## config.mk

```make
export PLATFORM = sky130hd
export DESIGN_NAME = gradient_binarizer
export DESIGN_NICKNAME = d
export VERILOG_FILES = /design/src/rtl/gradient_binarizer.sv
export SDC_FILE = /design/constraint.sdc
export NUM_CORES = 1
export LEC_CHECK = 0
export ABC_AREA = 0
export ABC_CLOCK_PERIOD_IN_PS = 11750
export CAP_MARGIN = 30
export CORE_UTILIZATION = 32
export CTS_BUF_LIST = sky130_fd_sc_hd__clkbuf_16
export CTS_CLUSTER_SIZE = 40
export DETAILED_ROUTE_END_ITERATION = 7
export PLACE_DENSITY_LB_ADDON = 0.25
export SYNTH_ARGS = -nofsm -noshare
export SYNTH_HDL_FRONTEND = slang
export SYNTH_SLANG_ARGS = --single-unit
```

## constraint.sdc

```tcl
create_clock -name clk -period 11.75 [get_ports clk]
set_clock_uncertainty 0.2 [all_clocks]
set_input_delay 1.175 -clock clk [delete_from_list [all_inputs] [get_ports clk]]
set_output_delay 1.175 -clock clk [all_outputs]
set_load 0.03 [all_outputs]
```

## src/rtl/gradient_binarizer.sv

```systemverilog
// rtl/gradient_binarizer.sv - thresholds Sobel gradients into packed edge bytes with an output FIFO (optional EDGE_COUNT_EN)
module gradient_binarizer #(
    parameter int GRAD_W         = 11,
    parameter int GRAD_PER_FRAME = 64516,
    parameter int FIFO_DEPTH     = 4
) (
    input  logic              clk,
    input  logic              rst,
    input  logic [GRAD_W-1:0] gradient,
    input  logic              gradient_valid,
    input  logic [GRAD_W-1:0] threshold,
    output logic [7:0]        edge_byte,
    output logic              byte_valid,
    input  logic              byte_ready,
    output logic              frame_done,
    output logic              overflow
`ifdef EDGE_COUNT_EN
    ,
    output logic [16:0]       edge_count
`endif
);

    localparam int CNT_W = $clog2(GRAD_PER_FRAME + 1);
    localparam int PTR_W = $clog2(FIFO_DEPTH);
    localparam int OCC_W = $clog2(FIFO_DEPTH + 1);

    typedef enum logic [1:0] {IDLE, ACCUM, FLUSH} state_t;

    state_t            state_q, state_d;
    logic [CNT_W-1:0]  cnt_q, cnt_d;
    logic [GRAD_W-1:0] thr_q, thr_d;
    logic [7:0]        pack_q, pack_d;
    logic [2:0]        idx_q, idx_d;
    logic              frame_done_q, frame_done_d;
    logic              overflow_q;

    // Per-sample working values; a sample taken in IDLE starts from a clean packer.
    logic [GRAD_W-1:0] thr_use;
    logic              edge_bit;
    logic [CNT_W-1:0]  cnt_cur, cnt_new;
    logic [2:0]        idx_cur;
    logic [7:0]        pack_cur, pack_new;
    logic              last_sample;

    logic              push_req;
    logic [7:0]        push_byte;
    logic              drop_in;

`ifdef EDGE_COUNT_EN
    logic [16:0]       ec_cnt_q, ec_cnt_d;
    logic [16:0]       ec_out_q, ec_out_d;
    logic [16:0]       ec_cur, ec_new;
`endif

    // FIFO storage and pointers
    logic [7:0]        mem_q [FIFO_DEPTH];
    logic [PTR_W-1:0]  wr_ptr_q, rd_ptr_q;
    logic [OCC_W-1:0]  occ_q;
    logic [7:0]        last_q;
    logic              pop, full, push_ok;

    assign thr_use     = (state_q == IDLE) ? threshold : thr_q;
    assign edge_bit    = (gradient >= thr_use);
    assign cnt_cur     = (state_q == IDLE) ? '0 : cnt_q;
    assign idx_cur     = (state_q == IDLE) ? 3'd0 : idx_q;
    assign pack_cur    = (state_q == IDLE) ? 8'd0 : pack_q;
    assign cnt_new     = cnt_cur + CNT_W'(1);
    assign pack_new    = pack_cur | (8'(edge_bit) << idx_cur);
    assign last_sample = (cnt_new == CNT_W'(GRAD_PER_FRAME));

`ifdef EDGE_COUNT_EN
    assign ec_cur = (state_q == IDLE) ? 17'd0 : ec_cnt_q;
    assign ec_new = ec_cur + 17'(edge_bit);
`endif

    // Next-state logic: packing, frame end handling and FIFO push requests.
    always_comb begin
        state_d      = state_q;
        cnt_d        = cnt_q;
        thr_d        = thr_q;
        pack_d       = pack_q;
        idx_d        = idx_q;
        frame_done_d = 1'b0;
        push_req     = 1'b0;
        push_byte    = pack_q;
        drop_in      = 1'b0;
`ifdef EDGE_COUNT_EN
        ec_cnt_d     = ec_cnt_q;
        ec_out_d     = ec_out_q;
`endif
        case (state_q)
            IDLE, ACCUM: begin
                if (gradient_valid) begin
                    thr_d = thr_use;
`ifdef EDGE_COUNT_EN
                    ec_cnt_d = ec_new;
`endif
                    if (idx_cur == 3'd7) begin
                        push_req  = 1'b1;
                        push_byte = pack_new;
                        pack_d    = 8'd0;
                        idx_d     = 3'd0;
                    end else begin
                        pack_d = pack_new;
                        idx_d  = idx_cur + 3'd1;
                    end
                    if (last_sample) begin
                        cnt_d = '0;
                        if (idx_cur == 3'd7) begin
                            state_d      = IDLE;
                            frame_done_d = 1'b1;
`ifdef EDGE_COUNT_EN
                            ec_out_d = ec_new;
                            ec_cnt_d = 17'd0;
`endif
                        end else begin
                            state_d = FLUSH;
                        end
                    end else begin
                        cnt_d   = cnt_new;
                        state_d = ACCUM;
                    end
                end
            end
            FLUSH: begin
                push_req     = 1'b1;
                push_byte    = pack_q;
                pack_d       = 8'd0;
                idx_d        = 3'd0;
                state_d      = IDLE;
                frame_done_d = 1'b1;
                drop_in      = gradient_valid;
`ifdef EDGE_COUNT_EN
                ec_out_d = ec_cnt_q;
                ec_cnt_d = 17'd0;
`endif
            end
            default: state_d = IDLE;
        endcase
    end

    // Framing state registers.
    always_ff @(posedge clk or posedge rst) begin
        if (rst) begin
            state_q      <= IDLE;
            cnt_q        <= '0;
            thr_q        <= '0;
            pack_q       <= 8'd0;
            idx_q        <= 3'd0;
            frame_done_q <= 1'b0;
`ifdef EDGE_COUNT_EN
            ec_cnt_q     <= 17'd0;
            ec_out_q     <= 17'd0;
`endif
        end else begin
            state_q      <= state_d;
            cnt_q        <= cnt_d;
            thr_q        <= thr_d;
            pack_q       <= pack_d;
            idx_q        <= idx_d;
            frame_done_q <= frame_done_d;
`ifdef EDGE_COUNT_EN
            ec_cnt_q     <= ec_cnt_d;
            ec_out_q     <= ec_out_d;
`endif
        end
    end

    assign byte_valid = (occ_q != '0);
    assign full       = (occ_q == OCC_W'(FIFO_DEPTH));
    assign pop        = byte_valid && byte_ready;
    // A full FIFO still accepts a push when the head leaves on the same edge.
    assign push_ok    = push_req && (!full || pop);

    // FIFO data storage; no reset needed since reads are gated by occupancy.
    always_ff @(posedge clk) begin
        if (push_ok) begin
            mem_q[wr_ptr_q] <= push_byte;
        end
    end

    // FIFO control, held output byte and sticky overflow.
    always_ff @(posedge clk or posedge rst) begin
        if (rst) begin
            wr_ptr_q   <= '0;
            rd_ptr_q   <= '0;
            occ_q      <= '0;
            last_q     <= 8'd0;
            overflow_q <= 1'b0;
        end else begin
            if (push_ok) begin
                wr_ptr_q <= wr_ptr_q + PTR_W'(1);
            end
            if (pop) begin
                rd_ptr_q <= rd_ptr_q + PTR_W'(1);
                last_q   <= mem_q[rd_ptr_q];
            end
            occ_q <= occ_q + OCC_W'(push_ok) - OCC_W'(pop);
            if ((push_req && !push_ok) || drop_in) begin
                overflow_q <= 1'b1;
            end
        end
    end

    // Head of queue while data is present, otherwise the last byte consumed.
    assign edge_byte  = byte_valid ? mem_q[rd_ptr_q] : last_q;
    assign frame_done = frame_done_q;
    assign overflow   = overflow_q;
`ifdef EDGE_COUNT_EN
    assign edge_count = ec_out_q;
`endif

endmodule

```

==> qor.csv <==
metric,value,unit
"Net Count, Synth",459,
Max IR drop VDD,0.00009452,V
Peak Freq,0.2420,GHz
Leakage,2.103,nW
CTS tree,done,
largest family of logic cells by synthesized area,simple AND/OR/NAND/NOR gates,
worst-path maximum fanout,46,
Yosys reg bits,89,
Ys Warns,0,
Synth Area in Compound Gates,13.01,%
Tmin final,4.133,ns
vias per inst,5.046,
post-route design area,0.005419,sq mm
DR DRC count,0,
Switch Pwr,0.3763,mW
PwrDens,206.9,mW/mm^2
antenna violations before repair,0,
CTS Hold Bufs,0,
internal power,0.7449,mW
"Seq/Total Area, Yosys",51.93,%
setup_tns,0,ns
grt total ovfl,0,
Antenna Nets Post-Route,0,
clock sinks,89,
vias,3154,
total die area,0.01485,sq mm
vias in the first global route,3190,
Netlist cell types,57,
"Reg clk slew, reported paths",0.06,ns
period utilization,35.17,%
crit path buf inv count,5,
CP startpoint,gradient_valid,
worst hold start,thr_q[0],
Post-synth EDFFs,32,
synthesis-to-finish area growth,17.88,%
largest net degree at the start of global routing,58,
RSZ-0062 raised after global routing,false,
CTS Buf Count,9,
WL per Instance,14.75,um
Synth Area in Adders,5.879,%
root buffer cell,clkbuf_16,
Setup WS pre-CTS,7.280,ns
Least-Margin Pin Slew,0.7593,ns
max_cap viols,0,
"non-filler cells, final",625,
Initial Utilization,32.99,%
area of the core,0.01393,sq mm
Comb power frac,32.1,%
fraction of synthesized area in multiplexers,10.23,%
Final Wtd Congestion,0.8340,
layout cells sized above 1,11.91,%
# resized after CTS,0,
drt first pass iters,4,
Sw Ratio,33.56,%
hold path depth,2,
slowest CP cell,clkdlybuf4s50_1,
nets,487,
outcome,"complete, no violations",
chip height,121.9,um
Detailed Route Iter0 Violations,173,
critical path class,primary input to flip-flop,
Clock Power Share,25.6,%
Die Span X,121.9,um
Post-Synthesis Cells,412,
PnR worst setup slack,7.617,ns
Startpoint Class,primary input,
Detailed Place HPWL,6.314,mm
"Top FF cell, synth",dfrtp_1,
Reg2Reg Depth,10,
Syn Area/Cell,11.16,sq um
Hold Fails Final Rpt,0,
worst path cell trace,clkdlybuf4s50_1 > nand2b_1 > buf_4 > nor2_1 > nor2_1 > nor2_1 > inv_1 > ha_1 > inv_1 > ha_1 > inv_1 > fa_1 > xnor2_1 > xnor2_1,
GRT Overall Usage,13.64,%
clk buf depth,2,
placed inst area,0.005121,sq mm
Worst path top cell family by delay,buffers and inverters,
HP Class,flip-flop to flip-flop,
Slew HR,49.38,%
fin util,38.89,%
ys async rst share,64.04,%
worst path required time,11.81,ns
Slew Limit Fails,0,
synthesized area,0.004597,sq mm
Stages on worst setup path,14,
kind of end point of the critical path,flip-flop,
Synth Area in XOR/XNOR,1.905,%
WP data arrival,4.19,ns
sequential share of power,42.4,%
number of core rows,43,
clk_lat worst skew,0.34,ns
io pins,37,
Placed Cells incl. Taps,609,
Synth Area in Simple Gates,13.77,%
htree depth,3,
Port Buffers,36,
launch point of the worst reg-to-reg path,state_q[1],
FF-to-FF setup slack,7.67,ns
ANT cells,0,
final WL,9.218,mm
first-pass GRT wire length,15.58,mm
Final setup viols,0,
postcts setup bufs,0,
Crit path largest cell delay,0.60,ns
[placed cells by master, fill, tap and decap left out, drive strengths merged, types with 2 or more instances in the layout]
master         instances
nand2                 66
dfrtp                 57
o21ai                 39
clkdlybuf4s50         36
edfxtp                32
ha                    20
inv                   17
mux2                  16
o31ai                 13
nor2                  13
mux2i                 11
and2                   9
clkbuf                 9
a21o                   8
mux4                   8
nand3                  8
xnor2                  7
nand4                  7
nor3                   6
a21oi                  6
o211ai                 4
buf                    4
nand2b                 3
xor2                   3
or3                    3
and4                   2
a41o                   2
and3                   2
a31oi                  2
nor2b                  2
a31o                   2
a211oi                 2
a22o                   2
clkinvlp               2
nor4b                  2
clkinv                 2
[power groups by stage]
stage	sequential, mW	clock [mW]	combinational (mW)
6_report	0.475	0.287	0.360
5_1_grt	0.490	0.309	0.404
4_1_cts	0.476	0.296	0.365
3_5_place_dp	0.481	0	0.364
3_3_place_gp	0.478	0	0.351
2_1_floorplan	0.446	0	0.287
[per-stage QoR]
step	power, mW	hold slack [ns]
floorplan	0.7332	0.2456
global placement	0.8285	0.2610
detailed placement	0.8451	0.2701
CTS	1.136	0.2838
global route	1.202	0.2995
finish	1.121	0.2781
[layout make-up]
class	instances	area [sq um]
well taps	180	225.2
flip-flops and latches	89	2387
inverters	15	56.30
clock inverters	7	72.57
repair buffers	40	390.4
multi-input cells	285	2062
clock buffers	9	225.2
fillers	1341	8516
[layer usage]
metal | vias up | wire length [um] | global-route usage [%] | share of wire (%)
met2 | 46 | 4592 | 23.94 | 50
met1 | 1542 | 4156 | 16.09 | 45
li1 | 1555 | - | - | -
met4 | 0 | 121 | 4.167 | 1.3
met3 | 11 | 348 | 3.745 | 3.8
met5 | - | 0 | 0 | 0
[cell usage after synthesis (4+ instances only)]
cell	number	area (sq um)
nand2_1	66	247.7
dfrtp_1	57	1426
o21ai_0	38	190.2
edfxtp_1	32	960.9
ha_1	20	250.2
mux2_2	16	180.2
clkbuf_1	15	56.30
inv_1	15	56.30
o31ai_1	13	97.59
nor2_1	12	45.04
mux2i_1	11	110.1
and2_1	9	56.30
a21o_1	8	60.06
mux4_2	8	180.2
nand3_1	7	35.03
xnor2_1	7	61.31
buf_2	6	30.03
nand4_1	6	37.54
nor3_1	6	30.03
a21oi_1	5	25.02
o211ai_1	4	30.03
[worst paths after layout]
check                            end
max in group asynchronous  cnt_q[15]
min                         thr_q[0]
min reg2reg                 thr_q[0]
min in group asynchronous   occ_q[0]
max reg2reg                cnt_q[13]
max                         occ_q[2]
[tightest hold or removal path, delay by kind of cell (launching register included)]
kind / cells / cell delay (ns)
flip-flops: 1 / 0.34
AND/OR/NAND/NOR: 2 / 0.11
[registers in the layout (all words and copies together) (netlist names)]
signal and flops:
cnt_q 16, frame_done 1, idx_q 3, last_q 8, mem_q 32, occ_q 3
overflow 1, pack_q 8, rd_ptr_q 2, state_q 2, thr_q 11, wr_ptr_q 2
[logic make-up after synthesis]
family / count (synthesis)
AO/OA/AOI/OAI: 91
buffers and inverters: 38
AND/OR/NAND/NOR: 128
flip-flops: 89
multiplexers: 35
adder cells (fa/ha/maj): 21
XOR/XNOR: 10
No activity file was read; power rests on OpenSTA's default activity.
